`src/rtl/ifu_pkg.sv`:
```
// Shared definitions for the instruction fetch unit: FSM state encoding,
// datapath widths, reset fetch address and the held-instruction payload.
package ifu_pkg;

  localparam int unsigned XLEN = 32;

  localparam logic [XLEN-1:0] RESET_PC_DEFAULT = 32'h8000_0000;

  typedef enum logic [1:0] {
    ST_REQ       = 2'd0,
    ST_WAIT_RESP = 2'd1,
    ST_HOLD      = 2'd2,
    ST_WAIT_PC   = 2'd3
  } ifu_state_e;

  // Instruction word plus its fetch address and access-fault flag.
  typedef struct packed {
    logic [XLEN-1:0] word;
    logic [XLEN-1:0] pc;
    logic            fault;
  } fetch_pkt_t;

endpackage : ifu_pkg

```
`src/rtl/ifu.sv`:
```
// Instruction fetch unit: one outstanding fetch at a time. Issues a request
// at pc, captures the response, holds it for decode, then waits for the
// retiring instruction's next pc before fetching again.
// Ports:
//   clk, rst                     clock, synchronous active-high reset
//   imem_req_valid/ready/addr    fetch request channel (addr = current pc)
//   imem_resp_valid/data/err     fetch response channel
//   inst_valid/ready             handshake to decode
//   inst, inst_pc, inst_fault    held instruction payload
//   next_pc_valid, next_pc       redirect from execute for the retired instruction
module ifu
  import ifu_pkg::*;
#(
  parameter logic [31:0] RESET_PC = RESET_PC_DEFAULT
) (
  input  logic            clk,
  input  logic            rst,
  output logic            imem_req_valid,
  input  logic            imem_req_ready,
  output logic [XLEN-1:0] imem_req_addr,
  input  logic            imem_resp_valid,
  input  logic [XLEN-1:0] imem_resp_data,
  input  logic            imem_resp_err,
  output logic            inst_valid,
  input  logic            inst_ready,
  output logic [XLEN-1:0] inst,
  output logic [XLEN-1:0] inst_pc,
  output logic            inst_fault,
  input  logic            next_pc_valid,
  input  logic [XLEN-1:0] next_pc
);

  ifu_state_e      state;
  logic [XLEN-1:0] pc;
  fetch_pkt_t      hold;
  logic            req_valid_q;
  logic            inst_valid_q;

  // Fetch FSM with pc, hold register and handshake valids updated together.
  // Responses are only looked at in ST_WAIT_RESP, so one arriving in the
  // accept cycle or after a reset is dropped without extra logic.
  always_ff @(posedge clk) begin
    if (rst) begin
      state        <= ST_REQ;
      pc           <= RESET_PC;
      hold         <= '0;
      req_valid_q  <= 1'b1;
      inst_valid_q <= 1'b0;
    end else begin
      case (state)
        ST_REQ: begin
          if (imem_req_ready) begin
            state       <= ST_WAIT_RESP;
            req_valid_q <= 1'b0;
          end
        end
        ST_WAIT_RESP: begin
          if (imem_resp_valid) begin
            hold.word    <= imem_resp_data;
            hold.pc      <= pc;
            hold.fault   <= imem_resp_err;
            state        <= ST_HOLD;
            inst_valid_q <= 1'b1;
          end
        end
        ST_HOLD: begin
          if (inst_ready) begin
            inst_valid_q <= 1'b0;
            // Single-cycle execute path: redirect arrives with the handshake.
            if (next_pc_valid) begin
              pc          <= next_pc;
              state       <= ST_REQ;
              req_valid_q <= 1'b1;
            end else begin
              state <= ST_WAIT_PC;
            end
          end
        end
        ST_WAIT_PC: begin
          if (next_pc_valid) begin
            pc          <= next_pc;
            state       <= ST_REQ;
            req_valid_q <= 1'b1;
          end
        end
        default: begin
          state        <= ST_REQ;
          req_valid_q  <= 1'b1;
          inst_valid_q <= 1'b0;
        end
      endcase
    end
  end

  assign imem_req_valid = req_valid_q;
  assign imem_req_addr  = pc;
  assign inst_valid     = inst_valid_q;
  assign inst           = hold.word;
  assign inst_pc        = hold.pc;
  assign inst_fault     = hold.fault;

endmodule : ifu
```
`config.mk`:
```
export PLATFORM = sky130hd
export DESIGN_NAME = ifu
export DESIGN_NICKNAME = d
export VERILOG_FILES = /design/src/rtl/ifu_pkg.sv /design/src/rtl/ifu.sv
export SDC_FILE = /design/constraint.sdc
export NUM_CORES = 1
export LEC_CHECK = 0
export BUFFER_PORTS_ARGS = -buffer_cell sky130_fd_sc_hd__buf_2
export CORE_AREA = 2 2 101 103
export CTS_CLUSTER_DIAMETER = 80
export DETAILED_ROUTE_END_ITERATION = 10
export DIE_AREA = 0 0 103 105
export PLACE_DENSITY = 0.74
export SYNTH_ARGS = -nofsm -noshare
export SYNTH_HDL_FRONTEND = slang
export SYNTH_SLANG_ARGS = --single-unit
```
`constraint.sdc`:
```
create_clock -name clk -period 3.8 [get_ports clk]
set_clock_uncertainty 0.1 [all_clocks]
set_input_delay 0.76 -clock clk [delete_from_list [all_inputs] [get_ports clk]]
set_output_delay 0.76 -clock clk [all_outputs]
set_load 0.05 [all_outputs]
```
# Word-level counts from Yosys, hierarchy flattened
# Cells that the tools add are included.
[op_classes] eq_ne=7 mux=16 reduce_logical=9
[ops] operator="32-bit two-way mux" n=2
[ops] operator="32-bit case mux with 2 select lines" n=1
[ops] operator="2-bit two-way mux" n=5
[ops] operator="2-bit inequality test, second input constant" n=4
[ops] operator="2-bit case mux with 4 select lines" n=1
[ops] operator="3-bit AND reduction" n=2
[ops] operator="1-bit two-way mux" n=5
[ops] operator="2-bit == test, second input constant" n=2
[ops] operator="2-bit AND reduction" n=2
[ops] operator="4-bit AND reduction" n=1
[ops] operator="2-bit nonzero test" n=2
[ops] operator="1-bit case mux with 3 select lines" n=1
[ops] operator="3-bit nonzero test" n=1
[ops] operator="2-bit by 1-bit == test with 1-bit output, second input constant" n=1
[ops] operator="2-bit zero test" n=1
[ops] operator="1-bit case mux with 2 select lines" n=1
[totals] input_bits=71 output_inout_bits=99 elab_cells=39 reg_bits=101

# Depth between registers and ports, before layout
[logic_depth] ltp_word=3 ltp_mapped=6 mapped_depth_nobuf=2

# Least setup slack after synthesis
# No wires, ideal clock.
[synth_timing] path_type="in2reg" from="in rst" to="reg req_valid_q, in the netlist imem_req_valid" slack_ns=2.125 arrival_time_ns=1.455 path_stages=3 n_path_buf=1 required_time_ns=3.580 setup_ns=0.120 path_cell_list="clkbuf_1 or4b_1 o31a_1"
[synth_lines] element="start, declared" line="ifu.sv:17" source="input logic rst,"
[synth_lines] element="end signal, assigned" line="ifu.sv:47" source="req_valid_q <= 1'b1;"
[synth_lines] element="end signal, assigned" line="ifu.sv:54" source="req_valid_q <= 1'b0;"
[synth_lines] element="end signal, assigned" line="ifu.sv:73" source="req_valid_q <= 1'b1;"
[synth_lines] element="end, declared" line="ifu.sv:36" source="logic req_valid_q;"

# Worst setup path after layout
[layout_timing] from="reg state[1]" to="reg pc[7], in the netlist imem_req_addr[7]"
[layout_between] elab_chain_len=3 elab_cells_between_ends=6 classes_between="3 x eq/ne; 1 x mux; 2 x reduce/logical"
[layout_rtl] element="start, declared" line="ifu.sv:33" source="ifu_state_e state;"
[layout_rtl] element="start signal, assigned" line="ifu.sv:44" source="state <= ST_REQ;"
[layout_rtl] element="start signal, assigned" line="ifu.sv:53" source="state <= ST_WAIT_RESP;"
[layout_rtl] element="start signal, assigned" line="ifu.sv:62" source="state <= ST_HOLD;"
[layout_rtl] element="2-bit == test" line="ifu.sv:50" source="case (state)"
[layout_rtl] element="2-bit inequality test (no source line) or 2-bit nonzero test (tied branches)"
[layout_rtl] element="2-bit AND reduction (no source line)"
[layout_rtl] element="end signal, assigned" line="ifu.sv:71" source="pc <= next_pc;"
[layout_rtl] element="end signal, assigned" line="ifu.sv:81" source="pc <= next_pc;"
[layout_rtl] element="end, declared" line="ifu.sv:34" source="logic [XLEN-1:0] pc;"
# Several ways; a longest one is shown, not always the timed one.
# A chain may end at the register's enable or synchronous reset.

==> key figures <==
Detailed routing
  • Routed Antenna Nets: 0
  • # DRC: 0
  • Drt wl/cell: 13.7 um
  • Total number of vias: 3212
  • Violation count after the first detailed-route iteration: 92
  • Pre-antenna DRT Iters: 4
  • Total wire length: 9550 um
  • Vias per cell: 4.61

Yosys
  • Post-Syn Nets: 477
  • Main combinational cell family by area after synthesis: simple AND/OR/NAND/NOR gates
  • Yosys reg bits: 101
  • Sequential fraction of the synthesis area: 46.9%
  • Unique masters post-synth: 19
  • Synth warn: 0
  • Mapped Cells: 406
  • Mux contribution to synthesized area: 22.8%
  • Synthesized area: 0.00431 mm^2
  • Adder-cell share of the synthesized area: 0%
  • Biggest area consumer among synthesized cells: dfxtp_1
  • Synth Area in XOR/XNOR: 0%
  • Post-synthesis compound-gate area fraction: 1.34%
  • Post-Synth Simple-Gate Area: 24.3%
  • Synth top area cells: dfxtp_1 47%, nand2b_1 23%, mux2i_1 23%
  • Share of the synthesized area in the top cell type: 46.9%
  • Syn avg cell area: 10.6 um^2

Worst setup path
  • Crit-path max FO: 25
  • Arrival @ worst endpoint: 2.24 ns
  • Required @ worst endpoint: 3.98 ns
  • Class of the most critical setup path: reg2reg
  • Crit. End Element: register
  • Worst Setup Start Kind: register

Power and ir drop
  • Switching Share: 27.0%
  • Worst vdd ir: 0.000159 V
  • Reg power frac: 52.4%
  • Power Dens Cells: 394 mW/mm^2
  • Leakage Power: 2.33 nW
  • Clk network pwr share: 32.7%
  • Comb power frac: 15.0%
  • Net Sw Power: 0.571 mW
  • Pint: 1.54 mW

Clocking
  • Clk sinks: 101
  • CTS tree: yes
  • Post-CTS sizing: 0
  • Worst-Skew Late Latency: 0.35 ns
  • Root buffer cell: clkbuf_8
  • Total CTS buffers: 9
  • Post-CTS Setup Inserts: 0
  • Reg clk slew, reported paths: 0.09 ns
  • H-tree depth: 3
  • Hold Buf Count CTS: 0
  • Max Root-Sink Buffers: 2

STA
  • Setup TNS Final: 0 ns
  • Hold slack: 0.373 ns
  • Fmax: 485 MHz
  • Worst-margin pin slew: 0.900 ns
  • Max-slew violations: 0
  • Period Utilization, post-route: 54.3%
  • Slew margin rel.: 40.0%
  • Endpoints failing setup: 0
  • Hold Fails Final Rpt: 0
  • Minimum clock period: 2.06 ns
  • RSZ-0062 raised after global routing: no

Floorplan
  • Die W: 103 um
  • Initial Util: 44.7%
  • # IOs: 170
  • Row cnt: 36
  • Die H: 105 um
  • Full die area: 0.0108 mm^2
  • Core area: 0.00964 mm^2

Place
  • HPWL Detailed: 6740 um
  • GPL Wtd Cong: 0.724
  • IO Port Bufs: 169

Run
  • Max-Cap Viols: 0

Final layout
  • # diodes: 0
  • Area delta synth->final: 24.7%
  • Layout cells sized above 1: 33.9%
  • Filler cells: 872
  • Nets: 630

Run status
  • Status: completed

Min path
  • Min-delay worst type: reg2reg

Global routing
  • Initial antenna violation count: 0
  • Largest net degree at the start of global routing: 82
  • Overall Global Routing Usage: 17.3%
  • Vias in the first global route: 3188
  • Grt total ovfl: 0
  • First-pass GRT wire length: 14800 um
==> synth_stat cells <==
master,number
nand2b_1,161
dfxtp_1,101
mux2i_1,98
clkbuf_1,18
buf_4,6
buf_8,4
a21oi_1,2
and3b_1,2
buf_2,2
inv_1,2
nor2_1,2
a2111oi_0,1
a211oi_2,1
a21o_1,1
buf_6,1
nor3_1,1
o211a_1,1
o31a_1,1
or4b_1,1
==> cell usage in the layout (no fill, tap or decap) <==
master and count:
clkinvlp_4 1, clkbuf_8 11, bufinv_16 1, o211a_2 1, buf_2 169, clkinv_2 2
buf_4 3, nand2b_1 161, a21oi_1 2, mux2i_1 98, and3b_1 1, buf_12 1
a2111oi_0 1, o31a_1 1, inv_1 2, nor2_1 2, and3b_4 1, a21o_1 1
nor3_1 1, dfxtp_1 101, a211oi_2 1, or4b_1 1
==> area by class of cell <==
cell class                      instances  area [um^2]  area share [%]
Timing Repair Buffer                  173          888            16.5
Clock inverter                          4         47.5           0.885
Sequential cell                       101         2020            37.6
Inverter                                2         7.51           0.140
Multi-Input combinational cell        272         2090            38.9
Clock buffer                           11          151            2.82
Tap cell                              133          166            3.10
==> worst paths after layout <==
kind	start	end	slack, ns	cells after the start
min	inst[21]	inst[21]	0.37	2
min reg2reg	inst[21]	inst[21]	0.37	2
max	state[1]	imem_req_addr[7]	1.74	3
max reg2reg	state[1]	imem_req_addr[7]	1.74	3
==> cell families (layout without fill, tap and decap cells) <==
group | after synthesis | after routing
multiplexers | 98 | 98
AO/OA/AOI/OAI | 7 | 7
AND/OR/NAND/NOR | 167 | 167
flip-flops | 101 | 101
buffers and inverters | 33 | 190
==> worst max-delay path, cell delays in order (launching register included) <==
cell and delay, ns:
dfxtp_1 0.49, o211a_2 0.83, buf_4 0.36, mux2i_1 0.21
==> registers in the layout (all words and copies together) (netlist names) <==
signal and flops:
inst_fault 1, inst 32, imem_req_valid 1, inst_valid 1, state 2, imem_req_addr 32
inst_pc 32
==> power by group through the flow <==
stage	combinational, mW	sequential (mW)	clock, mW
global placement	0.315	1.13	0
global route	0.339	1.11	0.753
CTS	0.321	1.11	0.714
detailed placement	0.320	1.13	0
finish	0.317	1.11	0.691
floorplan	0.142	1.23	0
==> metrics by stage <==
stage / std cells / utilization [%] / setup slack, ns / total power, mW / area (um^2)
after floorplan: 406 / - / 2.12 / 1.37 / 4310
after global placement: 681 / 53.7 / 1.43 / 1.45 / 5170
after detailed placement: 681 / 53.7 / 1.40 / 1.45 / 5170
after CTS: 696 / 55.7 / 1.73 / 2.14 / 5370
after global routing: 696 / 55.7 / 1.60 / 2.20 / 5370
final: 696 / 55.7 / 1.74 / 2.12 / 5370
==> per-layer routing <==
metal	track usage [%]	part of all wire (%)	vias to the layer above
met4	5.92	1.1	0
met3	6.56	10	9
met1	20.0	43	1467
met5	0	0	-
li1	-	-	1620
met2	28.7	46	116
No activity file was read; power rests on OpenSTA's default activity.
